--- src/rtl/testport_writer_pkg.sv ---
// Shared definitions for the test-port writer: default frame constants, FSM state
// encodings (also used by the TestBed checker) and a saturating counter helper.
package testport_writer_pkg;

  localparam logic [29:0] TEST_PORT_DEF = 30'h0000_00FF;
  localparam logic [31:0] BEGIN_SYM_DEF = 32'h0000_0932;
  localparam logic [31:0] END_SYM_DEF   = 32'h0000_0D5D;
  localparam int          WORDS_W       = 10;

  typedef enum logic [2:0] {
    ST_IDLE  = 3'd0,
    ST_BEGIN = 3'd1,
    ST_GAP   = 3'd2,
    ST_WRITE = 3'd3,
    ST_END   = 3'd4,
    ST_DONE  = 3'd5
  } tp_state_e;

  function automatic logic [WORDS_W-1:0] sat_inc(input logic [WORDS_W-1:0] v);
    return (v == 10'd1023) ? v : v + 10'd1;
  endfunction

endpackage

--- src/rtl/testport_writer_sync_fifo.sv ---
// Synchronous FIFO with show-ahead head, synchronous clear and async active-low reset.
// Pointers carry one extra wrap bit so full and empty are distinguishable.
module testport_writer_sync_fifo #(
  parameter int WIDTH = 32,
  parameter int DEPTH = 8
) (
  input  logic             clk,
  input  logic             rst,
  input  logic             clr_i,
  input  logic             push_i,
  input  logic             pop_i,
  input  logic [WIDTH-1:0] data_i,
  output logic [WIDTH-1:0] head_o,
  output logic             full_o,
  output logic             empty_o
);

  localparam int AW = $clog2(DEPTH);
  localparam logic [AW:0] PTR_ONE = {{AW{1'b0}}, 1'b1};

  logic [WIDTH-1:0] mem_q [DEPTH];
  logic [AW:0]      wr_ptr_q, wr_ptr_d;
  logic [AW:0]      rd_ptr_q, rd_ptr_d;
  logic             do_push_s;
  logic             do_pop_s;

  assign full_o    = (wr_ptr_q[AW] != rd_ptr_q[AW]) && (wr_ptr_q[AW-1:0] == rd_ptr_q[AW-1:0]);
  assign empty_o   = (wr_ptr_q == rd_ptr_q);
  assign head_o    = mem_q[rd_ptr_q[AW-1:0]];
  assign do_push_s = push_i && !full_o && !clr_i;
  assign do_pop_s  = pop_i && !empty_o && !clr_i;

  always_comb begin
    wr_ptr_d = wr_ptr_q;
    rd_ptr_d = rd_ptr_q;
    if (clr_i) begin
      wr_ptr_d = '0;
      rd_ptr_d = '0;
    end else begin
      if (do_push_s) begin
        wr_ptr_d = wr_ptr_q + PTR_ONE;
      end else begin
        wr_ptr_d = wr_ptr_q;
      end
      if (do_pop_s) begin
        rd_ptr_d = rd_ptr_q + PTR_ONE;
      end else begin
        rd_ptr_d = rd_ptr_q;
      end
    end
  end

  always_ff @(posedge clk or negedge rst) begin
    if (!rst) begin
      wr_ptr_q <= '0;
      rd_ptr_q <= '0;
    end else begin
      wr_ptr_q <= wr_ptr_d;
      rd_ptr_q <= rd_ptr_d;
    end
  end

  // Storage is not reset; only slots behind the write pointer are ever read.
  always_ff @(posedge clk) begin
    if (do_push_s) begin
      mem_q[wr_ptr_q[AW-1:0]] <= data_i;
    end
  end

endmodule

--- src/rtl/testport_writer.sv ---
// Transmit side of the test-port result protocol: buffers producer words and emits
// BEGIN_SYM, the words in push order, then END_SYM as writes to TEST_PORT.
module testport_writer
  import testport_writer_pkg::*;
#(
  parameter logic [29:0] TEST_PORT  = TEST_PORT_DEF,
  parameter logic [31:0] BEGIN_SYM  = BEGIN_SYM_DEF,
  parameter logic [31:0] END_SYM    = END_SYM_DEF,
  parameter int          FIFO_DEPTH = 8,
  parameter int          GAP_CYCLES = 1
) (
  input  logic               clk,
  input  logic               rst,
  input  logic               start_i,
  input  logic               push_valid_i,
  input  logic [31:0]        push_data_i,
  input  logic               push_last_i,
  output logic               push_ready_o,
  input  logic               mem_stall_i,
  output logic [29:0]        addr_o,
  output logic [31:0]        data_o,
  output logic               wen_o,
  output logic               busy_o,
  output logic [WORDS_W-1:0] words_sent_o,
  output logic               finish_o
);

  localparam int GAP_W = (GAP_CYCLES > 1) ? $clog2(GAP_CYCLES) : 1;
  localparam logic [GAP_W-1:0] GAP_INIT = GAP_W'(GAP_CYCLES - 1);
  localparam logic [GAP_W-1:0] GAP_ONE  = GAP_W'(1);

  tp_state_e          state_q, state_d;
  logic [29:0]        addr_q, addr_d;
  logic [31:0]        data_q, data_d;
  logic               wen_q, wen_d;
  logic               busy_q, busy_d;
  logic               finish_q, finish_d;
  logic               last_q, last_d;
  logic [WORDS_W-1:0] words_q, words_d;
  logic [GAP_W-1:0]   gap_q, gap_d;

  logic               push_s;
  logic               pop_s;
  logic               fifo_clr_s;
  logic               fifo_full_s;
  logic               fifo_empty_s;
  logic [31:0]        fifo_head_s;

  testport_writer_sync_fifo #(
    .WIDTH (32),
    .DEPTH (FIFO_DEPTH)
  ) u_fifo (
    .clk     (clk),
    .rst     (rst),
    .clr_i   (fifo_clr_s),
    .push_i  (push_s),
    .pop_i   (pop_s),
    .data_i  (push_data_i),
    .head_o  (fifo_head_s),
    .full_o  (fifo_full_s),
    .empty_o (fifo_empty_s)
  );

  assign push_ready_o = !fifo_full_s && !last_q &&
                        ((state_q == ST_BEGIN) || (state_q == ST_GAP) || (state_q == ST_WRITE));
  assign push_s       = push_valid_i && push_ready_o;

  always_comb begin
    state_d    = state_q;
    addr_d     = addr_q;
    data_d     = data_q;
    wen_d      = wen_q;
    words_d    = words_q;
    gap_d      = gap_q;
    last_d     = last_q;
    pop_s      = 1'b0;
    fifo_clr_s = 1'b0;

    if (push_s && push_last_i) begin
      last_d = 1'b1;
    end else begin
      last_d = last_q;
    end

    case (state_q)
      ST_IDLE, ST_DONE: begin
        if (start_i) begin
          state_d    = ST_BEGIN;
          addr_d     = TEST_PORT;
          data_d     = BEGIN_SYM;
          wen_d      = 1'b1;
          words_d    = '0;
          last_d     = 1'b0;
          fifo_clr_s = 1'b1;
        end else begin
          wen_d = 1'b0;
        end
      end
      ST_BEGIN, ST_END: begin
        if (!mem_stall_i) begin
          state_d = (state_q == ST_BEGIN) ? ST_GAP : ST_DONE;
          wen_d   = 1'b0;
          gap_d   = GAP_INIT;
        end else begin
          wen_d = 1'b1;
        end
      end
      ST_WRITE: begin
        if (!mem_stall_i) begin
          state_d = ST_GAP;
          wen_d   = 1'b0;
          gap_d   = GAP_INIT;
          words_d = sat_inc(words_q);
        end else begin
          wen_d = 1'b1;
        end
      end
      // The gap counter guarantees wen is low for GAP_CYCLES before the next write.
      ST_GAP: begin
        if (gap_q != '0) begin
          gap_d = gap_q - GAP_ONE;
        end else if (!fifo_empty_s) begin
          pop_s   = 1'b1;
          state_d = ST_WRITE;
          addr_d  = TEST_PORT;
          data_d  = fifo_head_s;
          wen_d   = 1'b1;
        end else if (last_q) begin
          state_d = ST_END;
          addr_d  = TEST_PORT;
          data_d  = END_SYM;
          wen_d   = 1'b1;
        end else begin
          wen_d = 1'b0;
        end
      end
      default: begin
        state_d = ST_IDLE;
        wen_d   = 1'b0;
      end
    endcase

    busy_d   = (state_d != ST_IDLE) && (state_d != ST_DONE);
    finish_d = (state_d == ST_DONE);
  end

  // Control and output registers; reset drops wen asynchronously.
  always_ff @(posedge clk or negedge rst) begin
    if (!rst) begin
      state_q  <= ST_IDLE;
      addr_q   <= 30'h0;
      data_q   <= 32'h0;
      wen_q    <= 1'b0;
      busy_q   <= 1'b0;
      finish_q <= 1'b0;
      last_q   <= 1'b0;
      words_q  <= '0;
      gap_q    <= '0;
    end else begin
      state_q  <= state_d;
      addr_q   <= addr_d;
      data_q   <= data_d;
      wen_q    <= wen_d;
      busy_q   <= busy_d;
      finish_q <= finish_d;
      last_q   <= last_d;
      words_q  <= words_d;
      gap_q    <= gap_d;
    end
  end

  assign addr_o       = addr_q;
  assign data_o       = data_q;
  assign wen_o        = wen_q;
  assign busy_o       = busy_q;
  assign finish_o     = finish_q;
  assign words_sent_o = words_q;

endmodule

--- config.mk ---
export PLATFORM = sky130hd
export DESIGN_NAME = testport_writer
export DESIGN_NICKNAME = d
export VERILOG_FILES = /design/src/rtl/testport_writer_pkg.sv /design/src/rtl/testport_writer_sync_fifo.sv /design/src/rtl/testport_writer.sv
export SDC_FILE = /design/constraint.sdc
export NUM_CORES = 1
export LEC_CHECK = 0
export CELL_PAD_IN_SITES_DETAIL_PLACEMENT = 0
export CELL_PAD_IN_SITES_GLOBAL_PLACEMENT = 1
export CORE_MARGIN = 2
export CORE_UTILIZATION = 40
export CTS_BUF_LIST = sky130_fd_sc_hd__clkbuf_16
export DETAILED_ROUTE_END_ITERATION = 8
export PLACE_DENSITY_LB_ADDON = 0.15
export SYNTH_ARGS = -nofsm -noshare
export SYNTH_HDL_FRONTEND = slang
export SYNTH_HIERARCHICAL = 1
export SYNTH_SLANG_ARGS = --single-unit
--- constraint.sdc ---
create_clock -name clk -period 5.2 [get_ports clk]
set_input_delay 1.04 -clock clk [delete_from_list [all_inputs] [get_ports clk]]
set_output_delay 1.04 -clock clk [all_outputs]
set_load 0.03 [all_outputs]
# After elaboration in Yosys (flattened, before gate mapping)
# Memory sizes are Yosys's and may differ from the RTL's.
# Index checks and enable logic that the tools add are counted.
[totals]
register_bits = 88
latch_bits = 0
mem_bits_rw = 256
mem_bits_ro = 0
wordCells = 106
mem_count = 1
[classes]
n_addsub = 4
n_mul = 0
n_div = 0
order_cmp = 0
eq_ne = 17
shift = 0
muxes = 44
bitwise = 0
n_reduce_logical = 29
[mem_list]
columns = ["name", "depth", "word_bits", "read_ports", "rd_ports_with_merged_regs", "write_ports", "line_no", "rtl"]
rows = [
  ["u_fifo.mem_q", 8, 32, 1, 0, 1, "testport_writer_sync_fifo.sv:21", "logic [WIDTH-1:0] mem_q [DEPTH];"],
]
[ops]
columns = ["op", "n"]
rows = [
  ["$mux 32", 4],
  ["$mux 30", 4],
  ["$pmux 32 s2", 1],
  ["$pmux 30 s2", 1],
  ["$mux 10", 3],
  ["$mux 3", 7],
  ["$pmux 10 s2", 1],
  ["$mux 1", 16],
  ["$mux 4", 4],
  ["$pmux 3 s4", 1],
  ["$add 10x1->10 const B", 1],
  ["$eq 10x10->1 const B", 1],
  ["$logic_and 1x1->1", 10],
  ["$ne 2x2->1 const B", 5],
  ["$reduce_bool 2->1", 5],
  ["$eq 3x3->1 const B", 3],
  ["$add 4x1->4 const B", 2],
  ["$reduce_and 4->1", 2],
  ["$eq 3x2->1 const B", 2],
  ["$ne 3x3->1 const B", 2],
  ["$eq 4x4->1", 1],
  ["$logic_not 1->1", 4],
  ["$reduce_or 2->1", 2],
  ["$eq 3x1->1 const B", 1],
  ["other kinds (10)", 11],
]

# Logic depth before layout (Yosys ltp)
[logic_depth]
depth_word = 10
depth_mapped = 11

# Cells and area by module
# The synthesis kept the hierarchy.
[modules_own_cells]
columns = ["module", "n_inst", "cells_each", "area_each_um2"]
rows = [
  ["testport_writer_sync_fifo", 1, 447, 10467.5],
  ["testport_writer", 1, 232, 2536.2],
]

# Worst setup path after synthesis
# OpenSTA, ideal clock, no wires.
[synth_path]
path_type = "reg2reg"
startpoint = "reg u_fifo.rd_ptr_q[2]"
endpoint = "mem u_fifo.mem_q[3][0] (enable)"
arrival_time_ns = 5.943
t_required_ns = 4.687
slack_ns = -1.257
path_stages_with_launch = 9
path_cell_list = "dfrtp_1 -> buf_4 -> xnor2_2 -> and4_1 -> buf_2 -> nor4_1 -> and2_1 -> nand3b_1 -> nor4b_1"
[synth_via]
elab_chain_len = 10
[synth_lines]
columns = ["item", "line_no", "rtl"]
rows = [
  ["start, declared", "testport_writer_sync_fifo.sv:23", "logic [AW:0] rd_ptr_q, rd_ptr_d;"],
  ["start signal, assigned", "testport_writer_sync_fifo.sv:59", "rd_ptr_q <= rd_ptr_d;"],
  ["$eq 3x3->1", "testport_writer_sync_fifo.sv:27", "assign full_o = (wr_ptr_q[AW] != rd_ptr_q[AW]) && (wr_ptr_q[AW-1:0] == rd_ptr_q[AW-1:0]);"],
  ["$logic_and 1x1->1", "testport_writer_sync_fifo.sv:27", ""],
  ["net fifo_full_s", "testport_writer.sv:45", "logic fifo_full_s;"],
  ["$logic_not 1->1", "testport_writer.sv:64", "assign push_ready_o = !fifo_full_s && !last_q &&"],
  ["$logic_and 1x1->1 (2 in series)", "testport_writer.sv:64", ""],
  ["net push_ready_o", "testport_writer.sv:18", "output logic push_ready_o,"],
  ["$logic_and 1x1->1", "testport_writer.sv:66", "assign push_s = push_valid_i && push_ready_o;"],
  ["net push_s", "testport_writer.sv:42", "logic push_s;"],
  ["$logic_and 1x1->1 (2 in series)", "testport_writer_sync_fifo.sv:30", "assign do_push_s = push_i && !full_o && !clr_i;"],
  ["$mux 1", "testport_writer_sync_fifo.sv:65", "if (do_push_s) begin"],
  ["$mux 1 (implied by the code)", "testport_writer_sync_fifo.sv:66", "mem_q[wr_ptr_q[AW-1:0]] <= data_i;"],
  ["end, declared", "testport_writer_sync_fifo.sv:21", ""],
]
# The timed path passes the listed nets, and every way through them passes these cells.

# Worst setup path in the final report
[layout_path]
startpoint = "reg u_fifo.wr_ptr_q[1]"
endpoint = "out push_ready_o"
[layout_via]
elab_chain_len = 5
[layout_lines]
columns = ["item", "line_no", "rtl"]
rows = [
  ["start, declared", "testport_writer_sync_fifo.sv:22", "logic [AW:0] wr_ptr_q, wr_ptr_d;"],
  ["start signal, assigned", "testport_writer_sync_fifo.sv:58", "wr_ptr_q <= wr_ptr_d;"],
  ["$eq 3x3->1", "testport_writer_sync_fifo.sv:27", ""],
  ["$logic_and 1x1->1", "testport_writer_sync_fifo.sv:27", ""],
  ["net fifo_full_s", "testport_writer.sv:45", ""],
  ["$logic_not 1->1", "testport_writer.sv:64", ""],
  ["$logic_and 1x1->1 (2 in series)", "testport_writer.sv:64", ""],
  ["end, declared", "testport_writer.sv:18", ""],
]
# The timed path passes the listed nets, and every way through them passes these cells.

==> results.toml <==
[finish]
mostFrequentLayoutCells = "edfxtp_1, clkdlybuf4s50_1, mux4_2, dfrtp_1, clkbuf_16"
nets = 819
final.fill_count = 2698
drive_gt1_share_pct = 23.3
design_area_mm2 = 0.0154
final_common_cell = "edfxtp_1"
areaGrowthSynthToFinish_pct = 18.2
antenna_cells = 0

[grt]
grt_pass1_wl_um = 40800
overflow = 0
grt_pass1_vias = 6878
grt_antenna_before_repair = 0
grt_max_degree = 68
grt_usage_pct = 16.1

[place]
place_ws_ns = 1.04
place_area_mm2 = 0.0143
gp_congestion = 0.745
port_buffers = 91
hpwl_um = 14700

[worst_setup_path]
crit_type = "reg2out"
r2r_cells = 8
r2r_end = "u_fifo/mem_q[6][16]"
crit_arrival_ns = 3.24
endpoint_kind = "output pin"
crit_chain = "xnor2_2 -> and4_1 -> nor4_1 -> clkdlybuf4s50_1"
r2r-start = "u_fifo/wr_ptr_q[1]"
r2r_setup_slack_ns = 1.02
cp.required_ns = 4.16
cp_slowest_cell = "clkdlybuf4s50_1"
start_kind = "flip-flop"
max_stage_delay_ns = 0.78
worst-path-max-fanout = 12

[sta]
timing.final.ws_setup_ns = 0.923
fin_crit_ns = 4.28
period_share_pct = 82.3
fmax_mhz = 234
grt_setup_unrepaired = "false"
drv_slew = 0
finalSetupTns_ns = 0
hold_violations = 0
worst_slew_pin_slew_ns = 1.10
relSlewSlack_pct = 26.5
setup_viol = 0
skew_ns = 0.0198

[pwr]
fin_total_pwr_mw = 8.69
combinationalPowerShare_pct = 35.7
power.density_mw_per_mm2 = 565
seq_power_share_pct = 38.0
p_sw_mw = 2.80
clockPowerShare_pct = 26.3
ir_worst_vdd_uv = 341
switching_share_pct = 32.2
p_int_mw = 5.89
leakagePower_nw = 5.32

[route]
vias = 6495
viasPerCell = 5.22
drc = 0
wirelength_um = 26400
ant_nets = 0
drt_iter0_drc = 324
wl_per_cell_um = 21.2
firstDrtPassIters = 4

[synth]
async_flop_share_pct = 18.5
yosysWarnings = 6
synthCells = 679
synth_edf_count = 256
yosysSeqAreaShare_pct = 70.3
synth_area_mm2 = 0.0130
netlist-cell-type-count = 66
synth.avg_cell_area_um2 = 19.2
ys_ff_latch = 314
synth_flop_cell = "edfxtp_1"

[min_path]
holdCritStartpoint = "data_o[19]"
holdPathEnd = "data_o[19]"
min_path_type = "reg2reg"
min_path_cells = 1

[cts]
clock-sinks = 314
clock_latency_ns = 0.51
post-cts-setup-buffer-count = 0
cts_max_path_buffers = 3
ctsHoldBuffers = 0
cts_root_buf = "clkbuf_16"
h-tree-depth = 2
cts_buffers = 35
cts_tree = "done"
path_clk_slew_ns = 0.06
cts_resized = 0

[run]
drv_cap = 0

[floorplanning]
ioPinCount = 114
die_area_mm2 = 0.0340
core_area_mm2 = 0.0323
start_util_pct = 40.3
rows = 66
chipWidth_um = 184
die_y_um = 184

[outcome]
status = "finished, final reports clean"
-- per-layer routing --
layer	vias to the layer above	track usage (%)	share of wire (%)
met3	39	2.77	4.2
li1	2885	-	-
met1	3423	21.3	44
met2	148	27.2	49
met5	-	0	0
met4	0	4.74	2.1
-- cell type report --
class	count	area (µm²)	share of cell area, %
Multi-Input combinational cell	301	3500	22.8
Inverter	19	71.3	0.464
Timing Repair Buffer	107	1030	6.67
Sequential cell	314	9150	59.5
Clock buffer	36	901	5.86
Clock inverter	25	179	1.16
Tap cell	442	553	3.60
-- flip-flops by register name, indices dropped and copies added (netlist names) --
signal	cells
u_fifo/mem_q	256
data_o	32
words_sent_o	10
u_fifo/rd_ptr_q	4
u_fifo/wr_ptr_q	4
state_q	3
addr_o	1
busy_o	1
finish_o	1
last_q	1
wen_o	1
-- kinds of logic after synthesis --
| logic type | Yosys count | share of synthesized area, % |
|---|---|---|
| other | 1 | 0.0288 |
| flip-flops | 314 | 70.3 |
| multiplexers | 111 | 16.0 |
| adder cells (fa/ha/maj) | 3 | 0.289 |
| XOR/XNOR | 5 | 0.510 |
| buffers and inverters | 85 | 4.22 |
| AO/OA/AOI/OAI | 68 | 4.00 |
| AND/OR/NAND/NOR | 92 | 4.71 |
-- critical path, delay by kind of cell, from the launching register on --
kind	cells	cell delay [ns]
simple gates	2	0.93
buf+inv	1	0.78
flops	1	0.76
xor+xnor	1	0.26
-- power by group through the flow --
stage	Sequential (mW)	Clock (mW)	Combinational [mW]
2_1_floorplan	3.49	0	2.02
3_3_place_gp	3.33	0	3.11
4_1_cts	3.30	2.36	3.17
5_1_grt	3.34	2.46	3.35
6_report	3.30	2.29	3.10
3_5_place_dp	3.35	0	3.16
-- per-stage QoR --
step | instances | hold slack, ns | utilization (%)
after floorplan | 700 | 0.531 | -
after global placement | 1183 | 0.482 | 44.3
after detailed placement | 1183 | 0.485 | 44.3
after CTS | 1244 | 0.502 | 47.6
after global routing | 1244 | 0.515 | 47.6
final | 1244 | 0.501 | 47.6
-- Yosys cell counts (3+ instances only) --
cell | n | area share, %
dfrtp_1 | 58 | 11
buf_4 | 34 | 2.0
mux2_2 | 13 | 1.1
or3_1 | 5 | 0.24
o31ai_1 | 4 | 0.23
xnor2_2 | 3 | 0.38
nand4b_1 | 3 | 0.20
a22o_1 | 23 | 1.5
mux4_2 | 58 | 10
a2bb2oi_1 | 3 | 0.20
a41oi_1 | 4 | 0.27
nor4_1 | 4 | 0.19
nand2_1 | 9 | 0.26
or4_1 | 6 | 0.35
nor2_1 | 12 | 0.35
mux4_1 | 6 | 1.2
inv_1 | 19 | 0.55
nand3_1 | 4 | 0.15
nand2b_1 | 9 | 0.43
nor3_1 | 6 | 0.23
mux2i_1 | 9 | 0.69
nand3b_1 | 4 | 0.23
edfxtp_1 | 256 | 59
nor3b_1 | 4 | 0.23
buf_12 | 4 | 0.62
ha_1 | 3 | 0.29
nor2b_1 | 6 | 0.29
and4_1 | 3 | 0.20
nand4_1 | 4 | 0.19
a21oi_1 | 7 | 0.27
clkbuf_1 | 10 | 0.29
o21ai_0 | 11 | 0.42
buf_2 | 12 | 0.46
mux2_4 | 25 | 2.9
-- worst max path at each step --
stage	from	endpoint	slack, ns	cells after the start
final	u_fifo/wr_ptr_q[1]	push_ready_o	0.92	4
after floorplan	u_fifo/rd_ptr_q[2]	u_fifo/mem_q[6][0]	0.22	9
after global placement	u_fifo/wr_ptr_q[1]	u_fifo/mem_q[6][21]	1.17	8
after global routing	u_fifo/wr_ptr_q[1]	push_ready_o	0.72	4
after detailed placement	u_fifo/wr_ptr_q[1]	u_fifo/mem_q[6][19]	1.04	8
after CTS	u_fifo/wr_ptr_q[1]	push_ready_o	0.91	4
Power figures use the tool's default switching activity.
